**config.mk**
```make
export PLATFORM = sky130hd
export DESIGN_NAME = bit_scan_unit
export DESIGN_NICKNAME = d
export VERILOG_FILES = /design/src/rtl/bit_scan_unit.sv
export SDC_FILE = /design/constraint.sdc
export NUM_CORES = 1
export LEC_CHECK = 0
export BUFFER_PORTS_ARGS = -buffer_cell sky130_fd_sc_hd__buf_4
export CORE_MARGIN = 3
export CORE_UTILIZATION = 28
export DETAILED_ROUTE_END_ITERATION = 16
export PLACE_DENSITY = 0.53
export SETUP_SLACK_MARGIN = 0.3
export SLEW_MARGIN = 20
export SYNTH_ARGS = -nofsm -noshare
export SYNTH_HDL_FRONTEND = slang
export SYNTH_SLANG_ARGS = --single-unit
export TNS_END_PERCENT = 10
```
**constraint.sdc**
```tcl
create_clock -name clock -period 2.8 [get_ports clock]
set_input_delay 0.56 -clock clock [delete_from_list [all_inputs] [get_ports clock]]
set_output_delay 0.56 -clock clock [all_outputs]
set_load 0.01 [all_outputs]
```
**src/rtl/bit_scan_unit.sv**
```systemverilog
// Decomposes a 32-bit mask into the ascending indices of its set bits, one index per handshake.
// Optional feature: define BIT_SCAN_COUNT_EN to add the pop_count output.
module bit_scan_unit (
    input  logic        clock,
    input  logic        reset,
    input  logic        in_valid,
    output logic        in_ready,
    input  logic [31:0] in_mask,
    output logic        out_valid,
    input  logic        out_ready,
    output logic [4:0]  out_index,
    output logic        out_last,
    output logic        zero_mask,
    output logic        busy,
`ifdef BIT_SCAN_COUNT_EN
    output logic [5:0]  pop_count,
`endif
    output logic        state_dbg
);

    typedef enum logic {
        IDLE = 1'b0,
        SCAN = 1'b1
    } state_t;

    state_t      state_q, state_d;
    logic [31:0] mask_q, mask_d;
    logic        zero_q, zero_d;

    // Handshakes: a transfer happens on a rising edge only when valid and ready are both 1;
    // valid never depends on ready, and payload holds stable while valid=1 and ready=0.
    assign in_ready  = (state_q == IDLE);
    assign out_valid = (state_q == SCAN);
    assign busy      = (state_q == SCAN);
    assign zero_mask = zero_q;
    assign state_dbg = state_q;

    always_comb begin
        out_index = '0;
        for (int i = 31; i >= 0; i--) begin
            if (mask_q[i]) out_index = 5'(i);
        end
    end

    // Exactly one bit set: nonzero, and clearing the lowest set bit leaves nothing.
    assign out_last = (mask_q != 32'd0) && ((mask_q & (mask_q - 32'd1)) == 32'd0);

`ifdef BIT_SCAN_COUNT_EN
    logic [5:0] pop_q, pop_d, in_ones;

    always_comb begin
        in_ones = '0;
        for (int i = 0; i < 32; i++) begin
            in_ones = in_ones + {5'd0, in_mask[i]};
        end
    end

    assign pop_count = pop_q;
`endif

    always_comb begin
        state_d = state_q;
        mask_d  = mask_q;
        zero_d  = 1'b0;
`ifdef BIT_SCAN_COUNT_EN
        pop_d   = pop_q;
`endif
        case (state_q)
            IDLE: begin
                if (in_valid) begin
`ifdef BIT_SCAN_COUNT_EN
                    pop_d = in_ones;
`endif
                    if (in_mask != 32'd0) begin
                        mask_d  = in_mask;
                        state_d = SCAN;
                    end else begin
                        zero_d = 1'b1;
                    end
                end
            end
            SCAN: begin
                if (out_ready) begin
                    mask_d = mask_q & (mask_q - 32'd1);
                    if (out_last) state_d = IDLE;
                end
            end
            default: state_d = IDLE;
        endcase
    end

    always_ff @(posedge clock or posedge reset) begin
        if (reset) begin
            state_q <= IDLE;
            mask_q  <= '0;
            zero_q  <= 1'b0;
        end else begin
            state_q <= state_d;
            mask_q  <= mask_d;
            zero_q  <= zero_d;
        end
    end

`ifdef BIT_SCAN_COUNT_EN
    always_ff @(posedge clock or posedge reset) begin
        if (reset) pop_q <= '0;
        else       pop_q <= pop_d;
    end
`endif

endmodule

```
## Yosys cells after proc, flatten, opt, wreduce, memory -nomap -nowiden

Index checks and enable logic that the tools add are counted.

| storage, ports and cells | value |
|---|---|
| logic and storage cells | 58 |
| output and inout port bits | 11 |
| input port bits | 36 |
| bits in registers | 34 |

| operators by class | value |
|---|---|
| reduce and logical (&&, ||, !) cells | 5 |
| bitwise operators | 2 |
| muxes and demuxes | 44 |
| equal/unequal tests | 3 |
| add/sub/neg operators | 1 |

Operators with widths:

| cell | number |
|---|---|
| 2-to-1 mux 5 bit | 32 |
| 2-to-1 mux 32 bit | 3 |
| one-hot mux 32 bit (2 select lines) | 1 |
| nonzero test 32 bit | 2 |
| bitwise AND 32 bit | 1 |
| zero test 32 bit | 1 |
| subtractor 32 x 1 -> 32 bit, second input constant | 1 |
| 2-to-1 mux 1 bit | 7 |
| inequality test 2 bit, second input constant | 2 |
| AND reduction 3 bit | 1 |
| inequality test 2 x 1 -> 1 bit, second input constant | 1 |
| one-hot mux 1 bit (2 select lines) | 1 |
| logical AND 1 bit | 1 |
| NOT 1 bit | 1 |

## Longest topological paths before layout

| logic depth | value |
|---|---|
| depth after elaboration | 32 |
| gate-level depth with buffers | 10 |
| mapped depth without buffers | 7 |

## Least setup slack after synthesis

No wires, ideal clock.

| timing | value |
|---|---|
| kind | register to output |
| from | reg mask_q[18] |
| to | out out_last |
| slack | -0.067 ns |
| arrival time | 2.307 ns |
| buffers on the path | 2 |
| cell stages (with the launch flop) | 9 |
| required time | 2.240 ns |
| cell sequence | dfrtp_1 > buf_6 > or4_4 > buf_6 > or4b_4 > nor3_2 > o32a_2 > nand4_2 > nor3_1 |

| between the ends | value |
|---|---|
| word-level cells in the longest chain between the ends | 4 |
| elaborated cells between the ends (all ways) | 5 |
| classes of those cells | 1 x add/sub; 1 x bitwise; 3 x reduce/logical |

RTL lines:

| what | RTL line | RTL |
|---|---|---|
| start: declaration | 27 | `logic [31:0] mask_q, mask_d;` |
| start signal: assignment | 99 | `mask_q <= mask_d;` |
| subtractor 32 x 1 -> 32 bit | 46 | `assign out_last = (mask_q != 32'd0) && ((mask_q & (mask_q - 32'd1)) == 32'd0);` |
| bitwise AND 32 bit | 46 |  |
| zero test 32 bit | 46 |  |
| logical AND 1 bit * | 46 |  |
| end: declaration | 12 | `output logic out_last,` |

Every way passes the cells marked *; elsewhere a longest branch is shown, timed or not.

## Final worst setup path

Same ends and word-level chain as after synthesis.

==> results.py <==
metrics = {
    "logic_synthesis": {
        "synth_flop_cell": "dfrtp_1",
        "syn_nets": 344,
        "synth_cell_types": 52,
        "synth_area_um2": 2460,
        "synthCells": 308,
        "ys_ff_latch": 34,
        "ys_async_sr_fraction_pct": 100,
        "synth.avg_cell_area_um2": 8.00,
        "yosysSeqAreaShare_pct": 34.5,
        "yosys_warnings": 0,
        "synth_edf_count": 0,
    },
    "setup_path": {
        "cp.required_ns": 2.24,
        "rr_worst_depth": 7,
        "crit_fanout": 2,
        "crit_start": "mask_q[18]",
        "end_kind": "primary output",
        "worst_ep_arrival_time_ns": 2.54,
        "path_class": "flop to primary output",
        "worstReg2RegEnd": "busy",
        "regToRegSetupSlack_ns": 0.41,
        "start_kind": "flop",
        "reg2reg_from": "mask_q[18]",
        "endpoint": "out_last",
    },
    "clocking": {
        "clock_path_buffers": 2,
        "cts_hold_buf": 0,
        "h-tree-depth": 2,
        "cts.sinks": 34,
        "cts_buffers": 5,
        "cts-root-buf": "clkbuf_8",
        "clkTransAtPathRegs_ns": 0.08,
        "cts_tree": "done",
        "worstSkewPairLatency_ns": 0.29,
    },
    "hold_path": {
        "hold_class": "input port to async pin",
    },
    "power_and_ir_drop": {
        "vdd_drop_max_v": 0.000672,
        "p_int_mw": 2.69,
        "p_sw_mw": 2.43,
        "combPwrFrac_pct": 76.3,
        "p_per_area_nw_per_um2": 1510,
        "clockPowerShare_pct": 7.0,
        "swShare_pct": 47.5,
        "p_leak_nw": 1.54,
        "power_frac_seq_pct": 16.7,
        "power.total_mw": 5.13,
    },
    "outcome": {
        "violations": "negative setup slack",
        "status": "complete, but fails checks",
    },
    "sta": {
        "clock_skew_ns": 0.00798,
        "worst_pin_slew_ns": 0.523,
        "finalMaxSlewViolations": 0,
        "rsz0062_at_grt": "yes",
        "setup_ws_ns": -0.303,
        "finalSetupViolations": 1,
        "relSlewSlack_pct": 65.2,
        "fmax_mhz": 322,
        "period_needed_ns": 3.10,
        "timing.final.crit_share_pct": 111,
        "final-hold-violation-count": 0,
    },
    "finish": {
        "fill_cells": 869,
        "antenna_cells": 0,
        "area_growth_pct": 38.1,
        "fin_nets": 426,
        "final_cells": 495,
        "layout_common_cells": "buf_4 (101), nand2_1 (37), dfrtp_1 (33)",
        "layout-drive-gt1-share_pct": 34.6,
        "final_common_cell": "buf_4",
    },
    "die": {
        "row_count": 33,
        "dieArea_um2": 9960,
        "die_w_um": 99.8,
        "core_area_um2": 8380,
        "die_h_um": 99.8,
        "io_pins": 47,
        "initial_core_util_pct": 29.4,
    },
    "placed_design": {
        "placedCellCount": 488,
        "hpwl_mm": 6.50,
        "port_buffers": 46,
        "place_congestion": 0.913,
    },
    "global_route": {
        "grt_pass1_vias": 2707,
        "grt_pass1_wl_mm": 14.1,
        "overflow": 0,
        "grt_usage_pct": 17.7,
        "antenna_found_initial": 0,
        "grt_max_degree": 35,
    },
    "drt": {
        "ant_nets": 0,
        "drtIter0Drc": 191,
        "dr.pass1.iters": 4,
        "drc_errors": 0,
        "viasPerCell": 5.58,
        "wl_mm": 8.58,
        "wl_per_cell_um": 17.3,
        "via_count": 2764,
    },
    "flow_run": {
        "cap_violations": 0,
    },
}
-- per-layer routing --
metal | track usage (%) | share of wire (%) | routed length (um) | vias up
met5 | 0 | 0 | 0 | -
met4 | 4.31 | 1.5 | 128 | 0
met3 | 2.92 | 7.3 | 625 | 12
met2 | 27.4 | 46 | 3920 | 105
met1 | 25.7 | 45 | 3900 | 1338
li1 | - | - | - | 1309
-- layout make-up --
type / instances / area, um^2 / share of cell area (%)
clock buffers: 7 / 76.3 / 2.24
inverters: 8 / 30.0 / 0.883
well taps: 105 / 131 / 3.86
multi-input cells: 239 / 1540 / 45.3
repair buffers: 102 / 769 / 22.6
flip-flops and latches: 34 / 852 / 25.0
-- synthesized netlist by cell type, types with 3 or more instances --
cell / n / area, um^2
nand2_1: 38 / 143
dfrtp_1: 34 / 851
o21ai_0: 31 / 155
nor2_1: 29 / 109
a21oi_1: 21 / 105
a22o_1: 21 / 184
clkbuf_1: 19 / 71.3
nor3_1: 16 / 80.1
nor4_1: 14 / 87.6
inv_1: 8 / 30.0
a31oi_1: 5 / 31.3
mux2i_1: 5 / 50.1
buf_2: 3 / 15.0
maj3_1: 3 / 30.0
nand3_1: 3 / 15.0
nand4_1: 3 / 18.8
or2_2: 3 / 18.8
or3_1: 3 / 18.8
or4_1: 3 / 22.5
-- state kept, by name (all words and copies together), names as in the netlist --
register and flops:
busy 1, mask_q 32, zero_mask 1
-- power groups by stage --
stage	registers, mW	logic [mW]	clock network (mW)
after detailed placement	0.854	3.57	0
after global routing	0.885	4.29	0.383
after floorplan	0.841	2.15	0
final	0.857	3.91	0.356
after global placement	0.854	3.57	0
after CTS	0.852	3.66	0.364
-- repair_timing --
action	4_1_cts	5_1_grt
setup buffers	0	0
endpoints found under the setup margin	6	8
pin swaps	2	3
resized for setup	6	13
-- worst min-delay path by stage --
| stage | from | end | slack, ns |
|---|---|---|---|
| floorplan | mask_q[31] | mask_q[31] | 0.53 |
| global placement | mask_q[31] | mask_q[31] | 0.59 |
| detailed placement | mask_q[31] | mask_q[31] | 0.58 |
| CTS | reset | mask_q[28] | 0.39 |
| global route | reset | mask_q[26] | 0.42 |
| finish | reset | mask_q[28] | 0.37 |
-- logic make-up (layout without fill, tap and decap cells) --
kind of cell | Yosys count | count (layout) | share of synthesized area [%]
compound gates | 102 | 102 | 27.7
buf+inv | 35 | 117 | 6.40
fa+ha+maj | 3 | 3 | 1.22
mux | 5 | 5 | 2.03
flops | 34 | 34 | 34.5
simple gates | 129 | 129 | 28.1
-- worst max-delay path, cell delays in order (launching register included) --
cell     delay, ns
dfrtp_1       0.38
or4_4         0.54
or4b_4        0.59
nor3_4        0.15
o32a_2        0.18
nand4_2       0.10
nor3_2        0.16
buf_4         0.15
-- per-stage QoR --
stage               setup TNS (ns)  util (%)  setup WS (ns)  cell area, um^2  hold slack [ns]
global route                -0.629      40.6         -0.406             3400            0.420
global placement                 0      38.7         0.0139             3240            0.585
finish                      -0.303      40.6         -0.303             3400            0.368
CTS                         -0.387      39.8         -0.320             3340            0.387
detailed placement         -0.0233      38.7        -0.0233             3240            0.576
floorplan                        0         -         0.0140             2470            0.530
(Power assumes the default switching activity.)
